### src/rtl/contador_paquetes.sv
// contador_paquetes
//   Packet counter and query responder for the output side of the 4-in/4-out FIFO switch.
//   Counts successful pops on output FIFOs 4..7, answers a registered req/idx count query,
//   and keeps sticky flags for pops attempted while a FIFO is empty.
//
// Parameters
//   CNT_W      width of each per-FIFO counter; counters saturate at 2**CNT_W-1
//   NUM_F      number of output FIFOs counted (fixed at 4; idx is 2 bits)
//
// Ports
//   clk        single clock, everything on posedge
//   reset      synchronous active-high reset, overrides every other input
//   init       level; while high, counters and pop_err are held cleared
//   pop4..7    pop strobes seen by output FIFOs 4..7
//   empty4..7  empty flags of output FIFOs 4..7
//   req        level-sensitive query request
//   idx        counter select, 0 -> FIFO4 .. 3 -> FIFO7
//   cnt_data   selected count, registered, holds its value when req is low
//   cnt_valid  cnt_data carries the answer to the previous cycle's req
//   pop_err    sticky pop-on-empty flags, bit i belongs to FIFO 4+i
//   idle       registered; high when the next state is COUNT and req is low

module contador_paquetes #(
  parameter int unsigned CNT_W = 5,
  parameter int unsigned NUM_F = 4
) (
  input  logic             clk,
  input  logic             reset,
  input  logic             init,
  input  logic             pop4,
  input  logic             pop5,
  input  logic             pop6,
  input  logic             pop7,
  input  logic             empty4,
  input  logic             empty5,
  input  logic             empty6,
  input  logic             empty7,
  input  logic             req,
  input  logic [1:0]       idx,
  output logic [CNT_W-1:0] cnt_data,
  output logic             cnt_valid,
  output logic [3:0]       pop_err,
  output logic             idle
);

  typedef enum logic [1:0] {
    StReset = 2'd0,
    StInit  = 2'd1,
    StCount = 2'd2
  } state_e;

  localparam logic [CNT_W-1:0] CntMax = '1;

  // Gather the per-FIFO strobes into vectors so the counting logic can be looped.
  logic [NUM_F-1:0] pop_vec;
  logic [NUM_F-1:0] empty_vec;

  assign pop_vec   = {pop7, pop6, pop5, pop4};
  assign empty_vec = {empty7, empty6, empty5, empty4};

  state_e           state_q, state_d;
  logic [CNT_W-1:0] cnt_q [NUM_F];
  logic [CNT_W-1:0] cnt_d [NUM_F];
  logic [NUM_F-1:0] err_q, err_d;
  logic [CNT_W-1:0] cnt_data_q, cnt_data_d;
  logic             cnt_valid_q, cnt_valid_d;
  logic             idle_q, idle_d;

  // Counting is only live in COUNT with init low; INIT, or init rising while in COUNT,
  // clears the counters and flags on the same edge.
  logic count_en;
  logic clear_en;

  assign count_en = (state_q == StCount) && !init;
  assign clear_en = (state_q != StReset) && init;

  // Next state: every non-reset state leaves on the init level alone.
  always_comb begin
    state_d = state_q;
    unique case (state_q)
      StReset: state_d = init ? StInit : StCount;
      StInit:  state_d = init ? StInit : StCount;
      StCount: state_d = init ? StInit : StCount;
      default: state_d = StReset;
    endcase
  end

  // Per-FIFO counters and sticky pop-on-empty flags.
  always_comb begin
    cnt_d = cnt_q;
    err_d = err_q;
    if (clear_en) begin
      for (int unsigned i = 0; i < NUM_F; i++) begin
        cnt_d[i] = '0;
      end
      err_d = '0;
    end else if (count_en) begin
      for (int unsigned i = 0; i < NUM_F; i++) begin
        if (pop_vec[i]) begin
          if (empty_vec[i]) begin
            err_d[i] = 1'b1;
          end else if (cnt_q[i] != CntMax) begin
            cnt_d[i] = cnt_q[i] + 1'b1;
          end
        end
      end
    end
  end

  // Query path reads the pre-edge counter, so a pop on the same edge is not included.
  // No answer is given while still in RESET; cnt_data holds when nothing is answered.
  always_comb begin
    cnt_data_d  = cnt_data_q;
    cnt_valid_d = 1'b0;
    if (req && (state_q != StReset)) begin
      cnt_valid_d = 1'b1;
      cnt_data_d  = (state_q == StInit) ? '0 : cnt_q[idx];
    end
  end

  always_comb begin
    idle_d = (state_d == StCount) && !req;
  end

  always_ff @(posedge clk) begin
    if (reset) begin
      state_q     <= StReset;
      for (int unsigned i = 0; i < NUM_F; i++) begin
        cnt_q[i] <= '0;
      end
      err_q       <= '0;
      cnt_data_q  <= '0;
      cnt_valid_q <= 1'b0;
      idle_q      <= 1'b0;
    end else begin
      state_q     <= state_d;
      for (int unsigned i = 0; i < NUM_F; i++) begin
        cnt_q[i] <= cnt_d[i];
      end
      err_q       <= err_d;
      cnt_data_q  <= cnt_data_d;
      cnt_valid_q <= cnt_valid_d;
      idle_q      <= idle_d;
    end
  end

  assign cnt_data  = cnt_data_q;
  assign cnt_valid = cnt_valid_q;
  assign pop_err   = err_q;
  assign idle      = idle_q;

endmodule
### config.mk
export PLATFORM = sky130hd
export DESIGN_NAME = contador_paquetes
export DESIGN_NICKNAME = d
export VERILOG_FILES = /design/src/rtl/contador_paquetes.sv
export SDC_FILE = /design/constraint.sdc
export NUM_CORES = 1
export LEC_CHECK = 0
export CAP_MARGIN = 10
export CORE_ASPECT_RATIO = 0.6
export CORE_UTILIZATION = 52
export DETAILED_ROUTE_END_ITERATION = 8
export GPL_ROUTABILITY_DRIVEN = 0
export MAX_ROUTING_LAYER = met4
export PLACE_DENSITY = 0.76
export SYNTH_ARGS = -nofsm -noshare
export SYNTH_HDL_FRONTEND = slang
export SYNTH_SLANG_ARGS = --single-unit
### constraint.sdc
create_clock -name clk -period 2.8 [get_ports clk]
set_clock_uncertainty 0.15 [all_clocks]
set_input_delay 0.56 -clock clk [delete_from_list [all_inputs] [get_ports clk]]
set_output_delay 0.56 -clock clk [all_outputs]
set_load 0.01 [all_outputs]
Word level (Yosys, flattened, before mapping)
Cells that the tools add are included.

word-level totals
  register bits after elaboration = 33
  output and inout port bits = 11
  word-level logic and storage cells = 54

operators by class
  add/subtract/negate cells = 4
  order comparisons = 1
  eq/ne operators = 7
  mux-type cells = 7
  bitwise operators = 5
  reduce and logical (&&, ||, !) cells = 18

operator list
  operator             count
  $add 5x1->5 const B  4
  $ne 5x5->1 const B   4
  $reduce_and 4->1     4
  $mux 5               3
  $reduce_and 3->1     4
  $bmux 5 s2           1
  $eq 2x2->1 const B   2
  $logic_and 1x1->1    4
  $mux 2               2
  $not 1->1            4
  $ge 3x3->1 const B   1
  $not 2->3            1
  $reduce_or 3->1      1
  $eq 2x1->1 const B   1
  $logic_not 1->1      2
  $logic_not 2->1      1
  $reduce_bool 2->1    1
  $reduce_or 2->1      1
  $mux 1               1

Depth between registers and ports, before layout
Gate-level depths: netlist (run 1).

  word-level depth = 5
  depth in mapped cells = 7
  mapped depth without buffers = 6

Least setup slack after synthesis (run 1)
Ideal clock, no wire load.

  path type = register to register
  start = register cnt_q[5] in the netlist's numbering
  end = register cnt_q[8] in the netlist's numbering
  arrival = 2.023 ns
  data required time = 2.579 ns
  setup slack = 0.557 ns
  cell stages (with the launch flop) = 8
  clock period less this slack = 2.243 ns
  cells stage by stage = dfxtp_1 > ha_1 > and3_1 > ha_1 > or3b_2 > clkbuf_1 > or4_1 > a21oi_1

between the ends
  cells in the longest elaborated chain, start to end = 2
  elaborated cells between the ends (all ways) = 3

RTL lines
  element                                              line  RTL
  start: declaration                                   62    logic [CNT_W-1:0] cnt_q [NUM_F];
  start signal: indexed assignment                     138   cnt_q[i] <= cnt_d[i];
  branches (longest 2 deep; another with $add 5x1->5)  --

Parallel ways; which one is timed is not known.
A chain may end at the register's enable or synchronous reset.

Worst setup path after layout (run 1)
Same ends and word-level chain as after synthesis.

==> metrics, run 1 <==
status=completed; CP delay by family, top=simple AND/OR/NAND/NOR gates; die area=3233 sq um; post-CTS setup repair buffer count=0; slowest stage cell, crit path=or3b_2; CP bufs+invs=0; area share of the largest cell type after synthesis=42.31%; register area share after synthesis=42.31%; max-cap violations=0; CTS Root Cell=clkbuf_8; worst skew pair latency=0.27 ns; post-synthesis adder-cell area fraction=6.410%; via count=1,380; Rel. slew slack=73.81%; Total GRT Usage=25.34%; Vias/cell=6.053; Post-Synthesis Cells=167; commonest cells after routing, fill and taps aside=dfxtp_1, clkdlybuf4s50_1, a21oi_1, o21ai_0, nand3_1; Critical Path AT=2.40 ns; total power=0.8949 mW; CTS buffer count=5; Post-CTS Hold Buffers=0; Std-Cell Rows=14; Global Route met2 Usage=39.07%; clk sink count=33; Post-route DRC=0; area growth from synthesis to layout=21.71%; hold depth=2; first-pass GRT wire length=5871 microns; Psw=0.1920 mW; PortBufs=24; largest family of logic cells by synthesized area=simple AND/OR/NAND/NOR gates; ANT cells=0; yosys warns=0; most common cell after layout, fill and taps aside=dfxtp_1; Seq pwr share=53.4%; post-synth cell types=24; Critical R2R Capture=cnt_q[8]$_SDFFE_PP0P_; Slew Limit Fails=0; Worst Slack Setup Final=0.4523 ns; cell taking the most area after synthesis=dfxtp_1; clk slew on worst S/H paths=0.06 ns; maximum vdd drop=0.3057 mV; Sw Ratio=21.45%; synth top area cells=dfxtp_1, mux4_2, a21oi_1; mux cell area share after synthesis=7.212%; Worst Setup Path Type=reg2reg; R2R setup slack=0.45 ns; Initial Util=58.65%; clk buf depth=2; Post-synth top flop=dfxtp_1; slowest stage delay, CP=0.52 ns; f_max=426.0 MHz; period utilization=83.84%; Post-synth EDFFs=0; HP Start=pop_err[3]$_SDFFE_PP0P_; post-cts sizing count=0; Final #Nets=210; vias in the first global route=1,294; post-synthesis xor/xnor area fraction=0%; core outline area=2663 sq um; GRT busiest layer=met2; WP data required=2.85 ns; Power Internal=0.7030 mW; Most common cell on crit path=ha_1; die width=72.75 microns; worst slew pin tran=0.3902 ns; largest net degree at the start of global routing=33; RSZ-0062 raised after global routing=false; Critical Path Start=cnt_q[5]$_SDFFE_PP0P_; Power Dens Cells=470.9 nW/um^2; simple-gate portion of the synthesized area=20.67%; pre-CTS WS=0.2593 ns; met1 Use GR=31.63%; Iter 0 DRT Violations=84; total wire length=3425 microns; Synth Area in Compound Gates=19.07%; layout cells sized above 1=8.511%; #FFs+latches synth=33; final hold violation count=0; synthesized area=1561 sq um; Clock Power Share=38.5%; Reg2Reg Depth=6; # H-tree levels=2; fin crit period=2.348 ns; Post-Syn Area per Cell=9.350 sq um; RR Startpoint=cnt_q[5]$_SDFFE_PP0P_; die height=44.45 microns; worst hold slack=0.3259 ns; Ports=25; Final setup viols=0; CP Max Fanout=8; Async S/R FF share, synth=0%; antenna violations before repair=0; CTS tree=built; drt pass-1 iters=4; combinational power share=8.1%; CP Launch Type=register; Setup crit end kind=register; end of the worst hold path=pop_err[3]$_SDFFE_PP0P_; detailed-placement wirelength estimate=2555 microns; Routed Antenna Nets=0; Syn Nets=189; met3 Use GR=6.378%; Leak=0.6613 nW; WL/cell=15.02 microns; hold crit path type=reg2reg; grt ovf=0; worst path cell trace=ha_1 > and3_1 > ha_1 > or3b_2 > or4_1 > a21oi_1; Fin Setup TNS=0 ns
synthesized netlist by cell type, drive strengths merged, types with 8 or more instances:
cell type   n
clkbuf     11
a21oi      21
o21ai      14
o31ai       8
ha          8
dfxtp      33
nor2       10
nand3      12
or4         8
how the worst max path moves through the flow:
stage,endpoint,slack [ns],depth (start not counted)
final,cnt_q[8]$_SDFFE_PP0P_,0.45,6
after global routing,cnt_q[13]$_SDFFE_PP0P_,0.36,6
after CTS,cnt_q[8]$_SDFFE_PP0P_,0.47,6
after detailed placement,cnt_q[18]$_SDFFE_PP0P_,0.26,4
after global placement,cnt_q[18]$_SDFFE_PP0P_,0.34,4
after floorplan,cnt_q[8]$_SDFFE_PP0P_,0.56,7
power by group through the flow:
stage	combinational, mW	sequential, mW	clock, mW
floorplan	0.0368	0.488	0
global placement	0.0696	0.488	0
detailed placement	0.0717	0.488	0
CTS	0.0719	0.477	0.354
global route	0.0791	0.478	0.376
finish	0.0724	0.478	0.345
state kept, by name, indices dropped and copies added (netlist names):
register   count
pop_err        4
cnt_data       5
idle           1
cnt_valid      1
state_q        2
cnt_q         20
worst register-to-register path, delay by kind of cell (launching register included):
family	cells	cell delay, ns
AO/OA/AOI/OAI	1	0.14
adder cells (fa/ha/maj)	2	0.43
AND/OR/NAND/NOR	3	1.20
flip-flops	1	0.36
logic make-up after synthesis:
family                     count (synthesis)
adders and majority gates                  8
buffers and inverters                     16
muxes                                      5
AOI/OAI and AO/OA                         52
and+or+nand+nor                           53
DFF                                       33
metal layers:
layer | vias to the layer above | wire length [microns]
li1 | 671 | -
met4 | 0 | 79
met3 | 14 | 239
met5 | - | 0
met2 | 53 | 1523
met1 | 642 | 1582
layout make-up:
type,count,area (sq um)
clock buffer,7,86.33
tap,40,50.05
timing repair buffer,26,255.2
multi-input combinational,118,833.3
sequential,33,660.6
fill,210,762.0
inverter,4,15.01
through the flow:
stage	std cells	cell area [sq um]	utilization, %
6_report	228	1901	71.38
5_1_grt	228	1901	71.38
4_1_cts	228	1901	71.38
3_5_place_dp	221	1814	68.14
3_3_place_gp	221	1814	68.14
2_1_floorplan	167	1562	-
Note: power is estimated with default switching activity, not from simulation.
==> run 2: changes to the inputs <==
==> constraint.sdc (replaced) <==
create_clock -name clk -period 2.2 [get_ports clk]
set_clock_uncertainty 0.15 [all_clocks]
set_input_delay 0.44 -clock clk [delete_from_list [all_inputs] [get_ports clk]]
set_output_delay 0.44 -clock clk [all_outputs]
set_load 0.01 [all_outputs]
==> metrics, run 2 (synthesis gave the netlist of run 1 again) <==
RR Startpoint=cnt_q[10]$_SDFFE_PP0P_; max-cap violations=0; WP data required=2.27 ns; total wire length=4263 microns; Worst Setup Path Type=reg2reg; most common cell after layout, fill and taps aside=dfxtp_1; ANT cells=0; CP Launch Type=register; die width=72.75 microns; worst slew pin tran=0.4316 ns; grt ovf=0; placed insts=231; register area=668.1 sq um; Critical Path AT=2.24 ns; R2R setup slack=0.03 ns; Post-CTS Hold Buffers=0; Ports=25; multi-input logic area=884.6 sq um; die height=44.45 microns; clk slew on worst S/H paths=0.06 ns; Initial Util=58.65%; Total GRT Usage=29.29%; end of the worst hold path=pop_err[3]$_SDFFE_PP0P_; worst hold slack=0.3169 ns; Leak=0.7151 nW; final std cells w/o fill=243; maximum vdd drop=0.4188 mV; worst skew pair latency=0.28 ns; final hold violation count=0; hold crit path type=reg2reg; detailed-placement wirelength estimate=2957 microns; Fin Setup TNS=0 ns; Std-Cell Rows=14; Reg2Reg Depth=6; largest net degree at the start of global routing=25; vias in the first global route=1,393; HP Start=pop_err[3]$_SDFFE_PP0P_; Routed Antenna Nets=0; Largest register FFs=20; Most flops, register=cnt_q; WL/cell=17.54 microns; Post-route DRC=0; area growth from synthesis to layout=31.81%; Post-DP Area=1902 sq um; Power Dens Cells=559.8 nW/um^2; fin crit period=2.173 ns; final instance area=2058 sq um; first-pass GRT wire length=6548 microns; f_max=460.1 MHz; drt pass-1 iters=4; Slew Limit Fails=0; clk buf depth=2; CTS Root Cell=clkbuf_8; Rel. slew slack=71.03%; commonest cells after routing, fill and taps aside=dfxtp_1, clkdlybuf4s50_1, a21oi_1, buf_4, o21ai_0; Iter 0 DRT Violations=84; via count=1,463; CTS buffer count=5; Vias/cell=6.021; Final #Nets=224; layout cells sized above 1=23.65%; layout filler cell count=197; Setup crit end kind=register; RSZ-0062 raised after global routing=true; CTS tree=built; # H-tree levels=2; Critical R2R Capture=cnt_q[13]$_SDFFE_PP0P_; antenna violations before repair=0; Final setup viols=0; status=completed; hold depth=2; clk sink count=33; core outline area=2663 sq um; die area=3233 sq um; PortBufs=24; CP Max Fanout=7; period utilization=98.79%
run 2: cell types whose count changed in the layout (fill, tap and decap cells not counted), sizes merged:
cell and delta:
buf +14, clkbuf +1
run 2: area by class of cell:
type | instances | share of cell area (%)
Inverter | 4 | 0.7295
Clock buffer | 8 | 3.891
Multi-Input combinational cell | 118 | 42.98
Timing Repair Buffer | 40 | 17.51
Sequential cell | 33 | 32.46
Tap cell | 40 | 2.432
run 2: worst max-delay path by stage:
stage	startpoint	end	slack [ns]	depth (start not counted)
finish	cnt_q[10]$_SDFFE_PP0P_	cnt_q[13]$_SDFFE_PP0P_	0.03	6
global route	cnt_q[10]$_SDFFE_PP0P_	cnt_q[13]$_SDFFE_PP0P_	-0.03	6
CTS	cnt_q[0]$_SDFFE_PP0P_	cnt_q[3]$_SDFFE_PP0P_	0.01	6
detailed placement	init	cnt_q[3]$_SDFFE_PP0P_	-0.17	4
global placement	init	cnt_q[3]$_SDFFE_PP0P_	-0.1	4
floorplan	cnt_q[15]$_SDFFE_PP0P_	cnt_q[18]$_SDFFE_PP0P_	0.05	7
run 2: what timing repair did:
item / in CTS / in global routing
pin swaps: 0 / 4
resized for setup: 1 / 15
setup buffers: 0 / 4
setup endpoints to repair: 1 / 6
run 2: layer usage:
layer  part of all wire [%]  up-vias  global-route usage (%)
li1                       -      698                       -
met1                     46      701                   34.29
met2                     48       54                   49.53
met3                    4.7       10                   7.062
met4                    1.8        0                   11.37
met5                      0        -                       -
run 2: critical path, cell delays in order (launching register included):
cell and delay, ns:
dfxtp_4 0.36, ha_2 0.18, and3_1 0.19, ha_2 0.19
or3b_4 0.43, or4_4 0.50, a21oi_2 0.12
run 2: through the flow:
| step | total power, mW | worst slack, ns | util [%] |
|---|---|---|---|
| final | 1.152 | 0.02669 | 77.30 |
| after global routing | 1.186 | -0.02578 | 77.30 |
| after global placement | 0.7192 | -0.09553 | 71.43 |
| after floorplan | 0.6731 | 0.05205 | - |
| after detailed placement | 0.7245 | -0.1680 | 71.43 |
| after CTS | 1.147 | 0.01244 | 74.53 |
run 2: report_power, final:
part	total, mW	leakage, nW	switching, mW	internal [mW]
Sequential	0.607	0.269	0.00452	0.602
Clock	0.430	0.0395	0.206	0.225
Combinational	0.115	0.407	0.0571	0.0583
Total	1.15	0.715	0.267	0.885
==> run 3: changes to the inputs <==
--- a/config.mk
+++ b/config.mk
@@ -7,11 +7,11 @@
 export LEC_CHECK = 0
 export CAP_MARGIN = 10
 export CORE_ASPECT_RATIO = 0.6
-export CORE_UTILIZATION = 52
+export CORE_UTILIZATION = 47
 export DETAILED_ROUTE_END_ITERATION = 8
 export GPL_ROUTABILITY_DRIVEN = 0
 export MAX_ROUTING_LAYER = met4
-export PLACE_DENSITY = 0.76
+export PLACE_DENSITY = 0.72
 export SYNTH_ARGS = -nofsm -noshare
 export SYNTH_HDL_FRONTEND = slang
 export SYNTH_SLANG_ARGS = --single-unit
==> constraint.sdc (replaced) <==
create_clock -name clk -period 1.9 [get_ports clk]
set_clock_uncertainty 0.15 [all_clocks]
set_input_delay 0.38 -clock clk [delete_from_list [all_inputs] [get_ports clk]]
set_output_delay 0.38 -clock clk [all_outputs]
set_load 0.01 [all_outputs]
==> metrics, run 3 (synthesis gave the netlist of run 1 again) <==
Rel. slew slack=73.04%; clk slew on worst S/H paths=0.07 ns; status=finished, violations left; Clock Power Share=40.6%; CTS Root Cell=clkbuf_8; Worst Setup Path Type=reg2reg; Largest register FFs=20; HP Start=pop_err[2]$_SDFFE_PP0P_; clk sink count=33; failing checks=negative setup slack; hold depth=2; Post-route DRC=0; commonest cells after routing, fill and taps aside=buf_4, dfxtp_1, clkdlybuf4s50_1, a21oi_1, nand3_1; Reg2Reg Depth=6; worst hold slack=0.3166 ns; first-pass GRT wire length=6996 microns; Power Dens Cells=615.2 nW/um^2; Total GRT Usage=27.59%; detailed-placement wirelength estimate=2960 microns; largest net degree at the start of global routing=25; die height=46.65 microns; Power Internal=1.107 mW; Critical Path AT=2.13 ns; WL/cell=17.52 microns; Slew Limit Fails=0; hold crit path type=reg2reg; Most flops, register=cnt_q; worst skew pair latency=0.28 ns; WP data required=1.97 ns; CTS tree=built; max-cap violations=0; combinational power share=10.8%; CP bufs+invs=0; Ports=25; f_max=483.4 MHz; Initial Util=52.00%; layout filler cell count=184; Seq pwr share=48.6%; clk buf depth=2; total wire length=4574 microns; most common cell after layout, fill and taps aside=buf_4; layout cells sized above 1=38.36%; period utilization=108.9%; Routed Antenna Nets=0; Leak=0.8057 nW; CP Max Fanout=4; antenna violations before repair=0; worst slew pin tran=0.4035 ns; slowest stage cell, crit path=or4_1; Iter 0 DRT Violations=156; grt ovf=0; Most common cell on crit path=ha_4; Final #Nets=240; PortBufs=24; drt pass-1 iters=4; ANT cells=0; Sw Ratio=23.77%; Psw=0.3452 mW; RR Startpoint=cnt_q[5]$_SDFFE_PP0P_; die area=3564 sq um; Worst Slack Setup Final=-0.1687 ns; via count=1,584; slowest stage delay, CP=0.50 ns; core outline area=3003 sq um; Vias/cell=6.069; worst path cell trace=ha_4 > and3_4 > ha_4 > or3b_4 > or4_1 > a21oi_2; CP Launch Type=register; CP delay by family, top=simple AND/OR/NAND/NOR gates; Setup crit end kind=register; final core area utilization=78.63%; final hold violation count=0; vias in the first global route=1,494; fin crit period=2.069 ns; R2R setup slack=-0.17 ns; end of the worst hold path=pop_err[2]$_SDFFE_PP0P_; area growth from synthesis to layout=51.20%; # H-tree levels=2; die width=76.41 microns; Final setup viols=11; Critical R2R Capture=cnt_q[8]$_SDFFE_PP0P_; CTS buffer count=5; maximum vdd drop=0.4234 mV; Post-CTS Hold Buffers=0; Std-Cell Rows=15; RSZ-0062 raised after global routing=true
-- run 3: worst min-delay path: stages (launching register included) --
cell     delay [ns]
dfxtp_1        0.33
a31oi_1        0.04
nor2_1         0.07
-- run 3: power groups by stage --
stage	clock network (mW)	logic [mW]	registers, mW
6_report	0.590	0.157	0.706
5_1_grt	0.623	0.166	0.706
4_1_cts	0.592	0.148	0.705
3_5_place_dp	0	0.133	0.719
3_3_place_gp	0	0.127	0.718
2_1_floorplan	0	0.0605	0.720
-- run 3: final cells by class --
cell class | instances | area, sq um | area share, %
sequential | 33 | 669.4 | 28.35
clock buffer | 7 | 96.34 | 4.081
tap | 42 | 52.55 | 2.226
inverter | 4 | 15.01 | 0.6359
multi-input combinational | 120 | 1039 | 43.99
clock inverter | 1 | 5.005 | 0.2120
timing repair buffer | 54 | 484.2 | 20.51
-- run 3: layer usage --
metal / global-route usage, % / part of all wire, % / vias up
met5: - / 0 / -
li1: - / - / 734
met3: 8.515 / 8.5 / 2
met4: 5.385 / 0.26 / 0
met1: 34.26 / 44 / 773
met2: 45.41 / 47 / 75
-- run 3: how the worst max path moves through the flow --
stage	slack [ns]	depth (start not counted)	end	start
2_1_floorplan	-0.20	7	cnt_q[8]$_SDFFE_PP0P_	cnt_q[5]$_SDFFE_PP0P_
3_3_place_gp	-0.32	4	cnt_q[3]$_SDFFE_PP0P_	init
3_5_place_dp	-0.38	4	cnt_q[3]$_SDFFE_PP0P_	init
4_1_cts	-0.14	6	cnt_q[8]$_SDFFE_PP0P_	cnt_q[5]$_SDFFE_PP0P_
5_1_grt	-0.22	7	cnt_q[8]$_SDFFE_PP0P_	cnt_q[5]$_SDFFE_PP0P_
6_report	-0.17	6	cnt_q[8]$_SDFFE_PP0P_	cnt_q[5]$_SDFFE_PP0P_
-- run 3: timing repair --
item | CTS | global route
gates cloned | 2 | 0
pin swaps | 3 | 5
resized for setup | 16 | 16
buffers inserted | 5 | 0
endpoints found under the setup margin | 13 | 16
-- run 3: stage by stage --
step	instance area [sq um]	instances	TNS, ns	setup WS, ns	power [mW]
after detailed placement	2092	246	-6.356	-0.3838	0.8518
after global routing	2361	261	-1.672	-0.2228	1.495
after CTS	2297	261	-0.9085	-0.1365	1.444
final	2361	261	-1.043	-0.1687	1.452
after floorplan	1674	167	-1.098	-0.1950	0.7801
after global placement	2092	246	-5.178	-0.3213	0.8458
